<file path="src/rtl/ov_flag_reg.sv">
// Architectural overflow-flag register with a normal commit path and a multi-cycle OR-accumulate path.
// Optional saturating commit-of-one event counter is enabled by defining OV_EVENT_COUNT_EN.
module ov_flag_reg #(
  parameter int unsigned CNT_W = 8
) (
  input  logic             CLK,
  input  logic             Reset,
  input  logic             OvInputMuxData,
  input  logic             OvWrEn,
  input  logic             AccStart,
  input  logic             AccEnd,
  input  logic             OvClr,
  input  logic             Stall,
  output logic             OvFlag,
  output logic             OvPrev,
  output logic             AccBusy,
  output logic [CNT_W-1:0] OvEventCnt,
  output logic             OvCntSat
);

  // One-hot encoding leaves two illegal codes, both of which fall back to IDLE.
  typedef enum logic [1:0] {
    ST_IDLE  = 2'b01,
    ST_ACCUM = 2'b10
  } state_t;

  state_t state_q, state_d;
  logic   acc_q, acc_d;
  logic   flag_q, flag_d;
  logic   prev_q, prev_d;
  logic   busy_q;
  logic   commit;
  logic   commit_val;

  always_comb begin
    // NOTE: every signal gets a default before any branch so no path leaves it unassigned,
    // which is what keeps this block from inferring latches.
    state_d    = state_q;
    acc_d      = acc_q;
    flag_d     = flag_q;
    prev_d     = prev_q;
    commit     = 1'b0;
    commit_val = 1'b0;

    if (OvClr) begin
      state_d = ST_IDLE;
      acc_d   = 1'b0;
      flag_d  = 1'b0;
      prev_d  = 1'b0;
    end else if (!Stall) begin
      unique case (state_q)
        ST_IDLE: begin
          if (AccStart) begin
            state_d = ST_ACCUM;
            acc_d   = OvWrEn & OvInputMuxData;
          end else if (OvWrEn) begin
            commit     = 1'b1;
            commit_val = OvInputMuxData;
          end
        end
        ST_ACCUM: begin
          if (AccEnd) begin
            commit     = 1'b1;
            commit_val = acc_q | (OvWrEn & OvInputMuxData);
            acc_d      = 1'b0;
            state_d    = ST_IDLE;
          end else if (OvWrEn) begin
            acc_d = acc_q | OvInputMuxData;
          end
        end
        default: begin
          state_d = ST_IDLE;
          acc_d   = 1'b0;
        end
      endcase

      if (commit) begin
        flag_d = commit_val;
        prev_d = flag_q;
      end
    end
  end

  always_ff @(posedge CLK) begin
    // NOTE: state registers use non-blocking assignments so every flop samples pre-edge values
    // regardless of the order the simulator evaluates the blocks.
    if (Reset) begin
      state_q <= ST_IDLE;
      acc_q   <= 1'b0;
      flag_q  <= 1'b0;
      prev_q  <= 1'b0;
      busy_q  <= 1'b0;
    end else begin
      state_q <= state_d;
      acc_q   <= acc_d;
      flag_q  <= flag_d;
      prev_q  <= prev_d;
      busy_q  <= (state_d == ST_ACCUM);
    end
  end

  assign OvFlag  = flag_q;
  assign OvPrev  = prev_q;
  assign AccBusy = busy_q;

`ifdef OV_EVENT_COUNT_EN
  localparam logic [CNT_W-1:0] CNT_MAX = '1;

  logic [CNT_W-1:0] cnt_q;
  logic             sat_q;
  logic             cnt_inc;

  // commit is already suppressed under OvClr and Stall, so the counter needs no extra gating.
  assign cnt_inc = commit & commit_val;

  always_ff @(posedge CLK) begin
    if (Reset) begin
      cnt_q <= '0;
      sat_q <= 1'b0;
    end else if (cnt_inc && (cnt_q != CNT_MAX)) begin
      cnt_q <= cnt_q + CNT_W'(1);
      if (cnt_q == (CNT_MAX - CNT_W'(1))) begin
        sat_q <= 1'b1;
      end
    end
  end

  assign OvEventCnt = cnt_q;
  assign OvCntSat   = sat_q;
`else
  assign OvEventCnt = '0;
  assign OvCntSat   = 1'b0;
`endif

endmodule
</file>
<file path="config.mk">
export PLATFORM = sky130hd
export DESIGN_NAME = ov_flag_reg
export DESIGN_NICKNAME = d
export VERILOG_FILES = /design/src/rtl/ov_flag_reg.sv
export SDC_FILE = /design/constraint.sdc
export NUM_CORES = 1
export LEC_CHECK = 0
export CAP_MARGIN = 15
export CORE_AREA = 2 2 39 41
export CTS_BUF_LIST = sky130_fd_sc_hd__clkbuf_8
export CTS_CLUSTER_DIAMETER = 150
export DETAILED_ROUTE_END_ITERATION = 16
export DIE_AREA = 0 0 41 43
export MAX_ROUTING_LAYER = met4
export PLACE_DENSITY_LB_ADDON = 0.12
export REMOVE_ABC_BUFFERS = 1
export SYNTH_ARGS = -nofsm -noshare
export SYNTH_HDL_FRONTEND = slang
export SYNTH_SLANG_ARGS = --single-unit
</file>
<file path="constraint.sdc">
create_clock -name CLK -period 3.5 [get_ports CLK]
set_input_delay 0.7 -clock CLK [delete_from_list [all_inputs] [get_ports CLK]]
set_output_delay 0.7 -clock CLK [all_outputs]
set_load 0.1 [all_outputs]
</file>
==> Flow_metrics.wiki, run 1 <==
{| class="wikitable"
! Metric !! Value
|-
| Result of the run || finished, final reports clean
|-
| Number of design rule violations left after detail routing || 0
|-
| Critical path origin || OvFlag
|-
| Final Routed Wirelength || 972 um
|-
| Data arrival time of the critical path || 1.70 ns
|-
| Pin count of the biggest net entering global routing || 9
|-
| Total buffers and inverters traversed by the critical path || 1
|-
| Top flip-flop cell by instance count after synthesis || sky130_fd_sc_hd__dfxtp_1
|-
| Average detailed-routed wire length per instance || 11.2 um
|-
| Hold path depth || 2
|-
| Most frequent cells in the layout || sky130_fd_sc_hd__clkdlybuf4s50_1 (10), sky130_fd_sc_hd__conb_1 (9), sky130_fd_sc_hd__dfxtp_1 (6), sky130_fd_sc_hd__inv_1 (6), sky130_fd_sc_hd__nand2_1 (6)
|-
| Inserted Clock Buffers || 3
|-
| Part of the cycle the worst path needs || 0.686
|-
| Synthesized area per cell || 8.40 um^2
|-
| Slowest-stage cell, CP || sky130_fd_sc_hd__clkdlybuf4s50_1
|-
| Max_slew headroom || 0.357
|-
| Area of the placeable core || 1380 um^2
|-
| Leading cell type in the layout, fill and taps excluded || sky130_fd_sc_hd__clkdlybuf4s50_1
|-
| Pins Over Slew Limit || 0
|-
| Final setup violation count || 0
|-
| Placer Congestion || 0.684
|-
| Remaining number of nets flagged by the antenna check after routing || 0
|-
| Die Width || 41 um
|-
| Global-route wire length before repair || 1.55 mm
|-
| Total of cells resized after clock tree synthesis || 0
|-
| Areal power density over the cells || 416 nW/um^2
|-
| Cell leakage power || 0.272 nW
|-
| Sequence of cells on the critical path || clkdlybuf4s50_1
|-
| Post-DP HPWL || 719 um
|-
| Height of the chip || 43 um
|-
| Overflow left after global routing || 0
|-
| Instance count of the mapped netlist || 59
|-
| Depth of the worst register-to-register path || 4
|-
| Layout cell share with drive strength beyond 1 || 0.141
|-
| Slowest cell delay on critical path || 1.14 ns
|-
| Clock tree from TritonCTS || yes
|-
| Yosys warns || 0
|-
| Clock latency reported for the late side of the worst-skew pair || 0.22 ns
|-
| Number of antenna violations at the first check in global routing || 0
|-
| Die area || 1760 um^2
|-
| Total Nets Final || 84
|-
| Flop and latch count out of synthesis || 6
|-
| Final sum of negative setup slack || 0 ns
|-
| Final Hold Violating Endpoints || 0
|-
| CTS Root Buffer Type || sky130_fd_sc_hd__clkbuf_8
|-
| Startpoint Class || register
|-
| HP Class || register to register
|-
| Cell family with the largest share of critical-path delay || buffers and inverters
|-
| Top fanout value on the critical path || 3
|-
| Shortest clock period the worst path allows after layout || 2.40 ns
|-
| Number of buffers added on ports || 10
|-
| Biggest area contributors in the synthesized netlist || sky130_fd_sc_hd__dfxtp_1 (24%), sky130_fd_sc_hd__buf_4 (14%), sky130_fd_sc_hd__ha_1 (7.6%), sky130_fd_sc_hd__inv_1 (4.5%), sky130_fd_sc_hd__nand2_1 (4.5%)
|-
| Area of the mapped netlist || 495 um^2
|-
| Total I/O pin count || 20
|-
| Via count || 420
|-
| Area Overhead vs Synth || 25.0%
|-
| Sort of element at the end of the critical path || output pin
|-
| Post-CTS setup buffers || 0
|-
| Drt first pass iters || 4
|-
| Fmax || 416 MHz
|-
| Maximum vdd ir drop || 0.187 mV
|-
| Proportion of register bits with asynchronous set or reset after synthesis || 0
|-
| Worst path depth || 1
|-
| Iteration-0 DRC Markers || 12
|-
| Critical setup path kind || register to output pin
|-
| Number of H-tree branching levels || 1
|-
| Initial Utilization || 0.358
|-
| Launch instance of the worst min-delay path || OvPrev
|-
| Global Route Usage Sum || 0.137
|-
| Max-Cap Viols || 0
|-
| Count of flip-flops with a built-in enable after synthesis || 0
|-
| Num Clock Sinks || 6
|-
| Hold Slack || 0.464 ns
|-
| Number of inserted diodes || 0
|-
| Launch instance of the worst register-to-register path || state_q[0]
|-
| Share of the synthesized area in the top cell type || 0.242
|-
| Clock edge transition at the registers on the reported setup and hold paths || 0.04 ns
|-
| Worst-margin pin slew || 0.962 ns
|-
| Via density || 4.83
|-
| Cell row count || 14
|-
| Total of hold buffers inserted after clock tree synthesis || 0
|-
| Setup repair after global routing missed its margin || false
|-
| Biggest area consumer among synthesized cells || sky130_fd_sc_hd__dfxtp_1
|-
| Worst setup skew after layout || 0.00326 ns
|-
| Sequential cell area fraction in the yosys report || 0.242
|-
| Clock tree buffer depth || 2
|-
| WP data required || 2.80 ns
|-
| Number of fill cells in the layout || 145
|-
| Synth unique cells || 26
|-
| Vias in the first global route || 376
|}
==> state kept, by name, indices dropped and copies added (netlist names) <==
signal / count
state_q: 2
AccBusy: 1
OvFlag: 1
OvPrev: 1
acc_q: 1
==> Yosys cell counts, drive strengths merged (2+ instances only) <==
cell and instances:
buf 9, dfxtp 6, inv 6, nand2 6, a21oi 4, ha 3, nor2 3, a211oi 2
a21o 2, o21ai 2
==> path summary, 6_finish.rpt <==
path / to / slack, ns
hold reg to reg: OvPrev / 0.46
setup / recovery: OvFlag / 1.10
setup reg to reg: state_q[0] / 1.82
hold / removal: OvPrev / 0.46
==> kinds of logic (layout without fill, tap and decap cells) <==
group                    count (synthesis)  after routing  synth area share
adder cells (fa/ha/maj)                  3              3            0.0758
AND/OR/NAND/NOR                         17             17             0.230
AO/OA/AOI/OAI                           16             16             0.242
buffers and inverters                   15             19             0.182
flip-flops                               6              6             0.242
multiplexers                             1              1            0.0202
other                                    1              9           0.00757
==> metal layers <==
| metal | GRT usage | share of wire | wire (um) |
|---|---|---|---|
| met3 | 0.0314 | 0.075 | 73 |
| met4 | 0.120 | 0.034 | 33 |
| met1 | 0.181 | 0.47 | 452 |
| met2 | 0.166 | 0.42 | 413 |
| met5 | - | 0 | 0 |
==> power breakdown <==
part,internal (mW),total [mW],leakage [nW],switching [mW]
clock,0.0739,0.104,0.0216,0.0301
sequential,0.0704,0.0714,0.0486,0.00101
combinational,0.0191,0.0819,0.202,0.0628
total,0.163,0.257,0.272,0.0939
==> per-stage QoR <==
| step | worst slack [ns] | cells | area (um^2) | utilization | total power [mW] |
|---|---|---|---|---|---|
| after floorplan | 1.86 | 58 | 458 | - | 0.138 |
| after global placement | 1.34 | 84 | 578 | 0.418 | 0.155 |
| after detailed placement | 1.34 | 84 | 578 | 0.418 | 0.154 |
| after CTS | 1.09 | 87 | 619 | 0.448 | 0.261 |
| after global routing | 1.08 | 87 | 619 | 0.448 | 0.268 |
| final | 1.10 | 87 | 619 | 0.448 | 0.257 |
==> tightest hold or removal path, delay by kind of cell (launching register included) <==
family	cells	cell delay, ns
mux	1	0.05
flops	1	0.30
simple gates	1	0.05
==> layout make-up <==
type | instances | area (um^2) | area share
Timing Repair Buffer | 10 | 100 | 0.162
Multi-Input combinational cell | 46 | 315 | 0.509
Tap cell | 16 | 20.0 | 0.0323
Clock buffer | 3 | 41.3 | 0.0667
Sequential cell | 6 | 120 | 0.194
Inverter | 6 | 22.5 | 0.0364
(Power assumes the default switching activity.)
==> inputs of run 2 (changes only) <==
clock period = 2 ns   (was 3.5 ns; I/O delays follow)
==> Flow_metrics.wiki, run 2 (synthesis gave the netlist of run 1 again) <==
{| class="wikitable"
! Metric !! Value
|-
| Max FFs per register || 2 (unchanged)
|-
| Final setup violation count || 0 (unchanged)
|-
| Total of cells resized after clock tree synthesis || 0 (unchanged)
|-
| Result of the run || finished, final reports clean
|-
| Num Clock Sinks || 6 (unchanged)
|-
| Placer Congestion || 0.767 (+12%)
|-
| Final Routed Wirelength || 1.01 mm (+3.4%)
|-
| Initial Utilization || 0.358 (unchanged)
|-
| WP data required || 2.13 ns (-0.67 ns)
|-
| Maximum vdd ir drop || 0.317 mV (+69%)
|-
| Setup repair after global routing missed its margin || false
|-
| Power consumption || 0.450 mW (+75%)
|-
| Number of design rule violations left after detail routing || 0 (unchanged)
|-
| Via count || 441 (+5.0%)
|-
| Total of hold buffers inserted after clock tree synthesis || 0 (unchanged)
|-
| Number of fill cells in the layout || 147 (+1.4%)
|-
| Footprint of the flip-flops and latches || 120 um^2 (unchanged)
|-
| Iteration-0 DRC Markers || 9 (-3)
|-
| Part of the cycle the worst path needs || 0.841
|-
| Clock edge transition at the registers on the reported setup and hold paths || 0.04 ns (about the same)
|-
| Most frequent cells in the layout || sky130_fd_sc_hd__conb_1 (9), sky130_fd_sc_hd__clkdlybuf4s50_1 (7), sky130_fd_sc_hd__dfxtp_1 (6), sky130_fd_sc_hd__inv_1 (6), sky130_fd_sc_hd__nand2_1 (6)
|-
| Overflow left after global routing || 0 (unchanged)
|-
| Average detailed-routed wire length per instance || 11.3 um (+1.1%)
|-
| Leading cell type in the layout, fill and taps excluded || sky130_fd_sc_hd__conb_1
|-
| Pins Over Slew Limit || 0 (unchanged)
|-
| Drt first pass iters || 4 (unchanged)
|-
| Most flops, register || state_q
|-
| Clock tree from TritonCTS || yes
|-
| Data arrival time of the critical path || 1.81 ns (+0.11 ns)
|-
| Critical setup path kind || register to register
|-
| Top fanout value on the critical path || 7 (+4)
|-
| Area Overhead vs Synth || 26.5%
|-
| Hold Slack || 0.461 ns (-0.00275 ns)
|-
| Total area of multi-input combinational cells || 315 um^2 (unchanged)
|-
| Final sum of negative setup slack || 0 ns (unchanged)
|-
| Clock latency reported for the late side of the worst-skew pair || 0.22 ns (about the same)
|-
| Total Nets Final || 86 (+2.4%)
|-
| Number of antenna violations at the first check in global routing || 0 (unchanged)
|-
| Vias in the first global route || 403 (+7.2%)
|-
| Fmax || 594 MHz
|-
| Die area || 1760 um^2 (unchanged)
|-
| Die Width || 41 um (unchanged)
|-
| Worst setup skew after layout || 0.00205 ns (-0.00120 ns)
|-
| Global Route Usage Sum || 0.140 (+0.00323)
|-
| Shortest clock period the worst path allows after layout || 1.68 ns
|-
| Cell leakage power || 0.288 nW (+5.9%)
|-
| CTS Root Buffer Type || sky130_fd_sc_hd__clkbuf_8
|-
| Clock tree buffer depth || 2 (unchanged)
|-
| Cell row count || 14 (unchanged)
|-
| Final standard cell count with taps included and fillers excluded || 89 (+2.3%)
|-
| Pin count of the biggest net entering global routing || 9 (unchanged)
|-
| Layout cell share with drive strength beyond 1 || 0.205 (+0.0646)
|-
| Final Hold Violating Endpoints || 0 (unchanged)
|-
| HP Class || register to register
|-
| Number of buffers added on ports || 10 (unchanged)
|-
| Inserted Clock Buffers || 3 (unchanged)
|-
| Areal power density over the cells || 718 nW/um^2 (+73%)
|-
| Number of inserted diodes || 0 (unchanged)
|-
| Inst Count DP || 86 (+2.4%)
|-
| Final Core Density || 0.453 (+0.00543)
|-
| Height of the chip || 43 um (unchanged)
|-
| Remaining number of nets flagged by the antenna check after routing || 0 (unchanged)
|-
| Number of H-tree branching levels || 1 (unchanged)
|-
| Max-Cap Viols || 0 (unchanged)
|-
| Via density || 4.96 (+2.6%)
|-
| Total I/O pin count || 20 (unchanged)
|-
| Sort of element at the end of the critical path || register
|-
| Global-route wire length before repair || 1.61 mm (+3.5%)
|-
| Post-DP HPWL || 766 um (+6.5%)
|-
| Area of the placeable core || 1380 um^2 (unchanged)
|-
| Post-CTS setup buffers || 0 (unchanged)
|-
| Startpoint Class || register
|}
==> run 2: changes by cell type in the layout (fill, tap and decap cells not counted) <==
cell	before	now
sky130_fd_sc_hd__buf_4	0	5
sky130_fd_sc_hd__clkdlybuf4s50_1	10	7
==> run 2: layer usage <==
layer | share of wire | track usage
met3 | 0.052 | 0.0314
met2 | 0.44 | 0.184
met5 | 0 | -
met1 | 0.48 | 0.181
met4 | 0.021 | 0.100
==> run 2: where the power goes <==
group | total [mW] | switching [mW] | leakage [nW] | internal, mW
Combinational | 0.147 | 0.111 | 0.218 | 0.0357
Sequential | 0.125 | 0.00180 | 0.0486 | 0.123
Clock | 0.178 | 0.0491 | 0.0216 | 0.129
==> run 2: area by class of cell <==
cell class	instances	share of cell area
Sequential cell	6	0.192
Tap cell	16	0.0319
Inverter	6	0.0359
Multi-Input combinational cell	46	0.503
Clock buffer	3	0.0659
Timing Repair Buffer	12	0.172
==> run 2: worst paths after layout <==
check,from,end,slack (ns),depth (start not counted)
setup / recovery,state_q[0],AccBusy,0.32,4
hold / removal,OvPrev,OvPrev,0.46,2
setup reg to reg,state_q[0],AccBusy,0.32,4
hold reg to reg,OvPrev,OvPrev,0.46,2
==> run 2: through the flow <==
step / setup slack (ns) / area, um^2
after floorplan: 0.411 / 458
after global placement: 0.177 / 586
after detailed placement: 0.182 / 586
after CTS: 0.311 / 627
after global routing: 0.231 / 627
final: 0.317 / 627
==> run 2: worst max-delay path, cell delays in order (launching register included) <==
cell and delay, ns:
sky130_fd_sc_hd__dfxtp_1 0.33, sky130_fd_sc_hd__inv_1 0.07, sky130_fd_sc_hd__ha_1 0.38, sky130_fd_sc_hd__or4_4 0.57
sky130_fd_sc_hd__a221oi_2 0.24
==> inputs of run 3 (changes only) <==
clock period = 1.45 ns   (was 2 ns; I/O delays follow)
==> Flow_metrics.wiki, run 3 (synthesis gave the netlist of run 1 again) <==
{| class="wikitable"
! Metric !! Value
|-
| Result of the run || finished, violations left
|-
| Failing checks || setup timing
|-
| P_sw || 0.248 mW (+53%)
|-
| Iteration-0 DRC Markers || 5 (-4)
|-
| Overflow left after global routing || 0 (unchanged)
|-
| Cell area reported after detailed placement || 743 um^2 (+27%)
|-
| Share of total power in the clock network || 0.371 (-0.025)
|-
| WP data required || 1.58 ns (-0.55 ns)
|-
| CTS Root Buffer Type || sky130_fd_sc_hd__clkbuf_8
|-
| Layout cell share with drive strength beyond 1 || 0.478 (+0.272)
|-
| Initial Utilization || 0.358 (unchanged)
|-
| Final Routed Wirelength || 1.27 mm (+26%)
|-
| Placer Congestion || 0.719 (-6.3%)
|-
| Setup repair after global routing missed its margin || true
|-
| Die Width || 41 um (unchanged)
|-
| Clock tree from TritonCTS || yes
|-
| Max FFs per register || 2 (unchanged)
|-
| Top fanout value on the critical path || 2 (-5)
|-
| Total Nets Final || 103 (+20%)
|-
| Pin count of the biggest net entering global routing || 7 (-2)
|-
| Most frequent cells in the layout || sky130_fd_sc_hd__buf_4 (18), sky130_fd_sc_hd__conb_1 (9), sky130_fd_sc_hd__clkdlybuf4s50_1 (7)
|-
| Switching Share || 0.362 (+0.00210)
|-
| Final Worst Setup Slack || -0.0438 ns (-0.361 ns)
|-
| Sequential share of power || 0.254 (-0.024)
|-
| Final sum of negative setup slack || -0.0688 ns (-0.0688 ns)
|-
| Clock edge transition at the registers on the reported setup and hold paths || 0.04 ns (about the same)
|-
| Via density || 4.80 (-3.1%)
|-
| Final setup violation count || 2 (+2)
|-
| Maximum vdd ir drop || 0.427 mV (+35%)
|-
| Most flops, register || state_q
|-
| Areal power density over the cells || 795 nW/um^2 (+11%)
|-
| Drt first pass iters || 4 (unchanged)
|-
| Number of H-tree branching levels || 1 (unchanged)
|-
| Total I/O pin count || 20 (unchanged)
|-
| Final Hold Violating Endpoints || 0 (unchanged)
|-
| Area of the placeable core || 1380 um^2 (unchanged)
|-
| Pins Over Slew Limit || 0 (unchanged)
|-
| Clock tree buffer depth || 2 (unchanged)
|-
| Post-DP HPWL || 918 um (+20%)
|-
| Part of the cycle the worst path needs || 1.03 (+0.189)
|-
| Data arrival time of the critical path || 1.63 ns (-0.18 ns)
|-
| Total of hold buffers inserted after clock tree synthesis || 0 (unchanged)
|-
| Sort of element at the end of the critical path || register
|-
| HP Class || register to register
|-
| Number of buffers added on ports || 10 (unchanged)
|-
| Number of inserted diodes || 0 (unchanged)
|-
| Clock latency reported for the late side of the worst-skew pair || 0.22 ns (about the same)
|-
| Internal power of the cells || 0.437 mW (+52%)
|-
| Average detailed-routed wire length per instance || 11.9 um (+5.7%)
|-
| Relative contribution of combinational cells to total power || 0.375 (+0.049)
|-
| Vias in the first global route || 481 (+19%)
|-
| Startpoint Class || register
|-
| Number of antenna violations at the first check in global routing || 0 (unchanged)
|-
| Number of design rule violations left after detail routing || 0 (unchanged)
|-
| Cell leakage power || 0.379 nW (+32%)
|-
| Critical setup path kind || register to register
|-
| Max-Cap Viols || 0 (unchanged)
|-
| Design area || 862 um^2 (+38%)
|-
| Num Clock Sinks || 6 (unchanged)
|-
| Shortest clock period the worst path allows after layout || 1.49 ns (-0.189 ns)
|-
| Cell row count || 14 (unchanged)
|-
| Via count || 509 (+15%)
|-
| Remaining number of nets flagged by the antenna check after routing || 0 (unchanged)
|-
| Area Overhead vs Synth || 74.0%
|-
| Leading cell type in the layout, fill and taps excluded || sky130_fd_sc_hd__buf_4
|-
| Worst setup skew after layout || 0.00137 ns (-0.000678 ns)
|-
| Global-route wire length before repair || 1.91 mm (+19%)
|-
| Inserted Clock Buffers || 3 (unchanged)
|-
| Height of the chip || 43 um (unchanged)
|-
| Global Route Usage Sum || 0.166 (+0.0259)
|-
| Fmax || 669 MHz (+13%)
|-
| Die area || 1760 um^2 (unchanged)
|}
## run 3: cell count changes in the layout (fill, tap and decap cells not counted), moves of 2 or more
cell	change
sky130_fd_sc_hd__buf_4	+13
sky130_fd_sc_hd__buf_12	+3
sky130_fd_sc_hd__ha_1	-3
sky130_fd_sc_hd__ha_4	+3
sky130_fd_sc_hd__dfxtp_1	-2
sky130_fd_sc_hd__dfxtp_2	+2
## run 3: critical path, stage by stage, from the launching register on
cell	delay, ns
sky130_fd_sc_hd__dfxtp_2	0.33
sky130_fd_sc_hd__inv_2	0.05
sky130_fd_sc_hd__buf_6	0.12
sky130_fd_sc_hd__ha_4	0.15
sky130_fd_sc_hd__or4_4	0.52
sky130_fd_sc_hd__a221oi_2	0.24
## run 3: layer usage
metal  global-route usage  up-vias  share of wire
li1                     -      255              -
met1                0.211      229           0.45
met2                0.244       22           0.48
met3               0.0314        3          0.056
met4               0.0800        0          0.016
met5                    -        -              0
## run 3: final timing paths
| kind | start | endpoint | slack (ns) | cells after the start |
|---|---|---|---|---|
| min | OvPrev | OvPrev | 0.50 | 2 |
| min reg2reg | OvPrev | OvPrev | 0.50 | 2 |
| max | state_q[0] | AccBusy | -0.04 | 5 |
| max reg2reg | state_q[0] | AccBusy | -0.04 | 5 |
## run 3: cell type report
| cell class | instances | area, um^2 |
|---|---|---|
| Sequential cell | 6 | 123 |
| Multi-Input combinational cell | 46 | 379 |
| Timing Repair Buffer | 29 | 277 |
| Tap cell | 16 | 20.0 |
| Inverter | 6 | 22.5 |
| Fill cell | 120 | 522 |
| Clock buffer | 3 | 41.3 |
## run 3: per-stage QoR
step	setup slack (ns)	hold WS (ns)	utilization	instances	power, mW
after floorplan	-0.139	0.442	-	58	0.333
after global placement	-0.188	0.474	0.537	102	0.410
after detailed placement	-0.199	0.470	0.537	102	0.409
after CTS	-0.0403	0.479	0.609	106	0.681
after global routing	-0.0769	0.525	0.623	106	0.714
final	-0.0438	0.496	0.623	106	0.685
## run 3: power groups by stage
stage          combinational (mW)  sequential (mW)  clock [mW]
2_1_floorplan               0.150            0.183           0
5_1_grt                     0.271            0.175       0.268
3_3_place_gp                0.234            0.175           0
4_1_cts                     0.248            0.174       0.259
6_report                    0.257            0.174       0.254
3_5_place_dp                0.234            0.175           0
## run 3: repair_timing
item | CTS | global route
buffers inserted | 1 | 0
endpoints found under the setup margin | 5 | 5
gates resized for setup | 12 | 5
pin swaps | 5 | 3
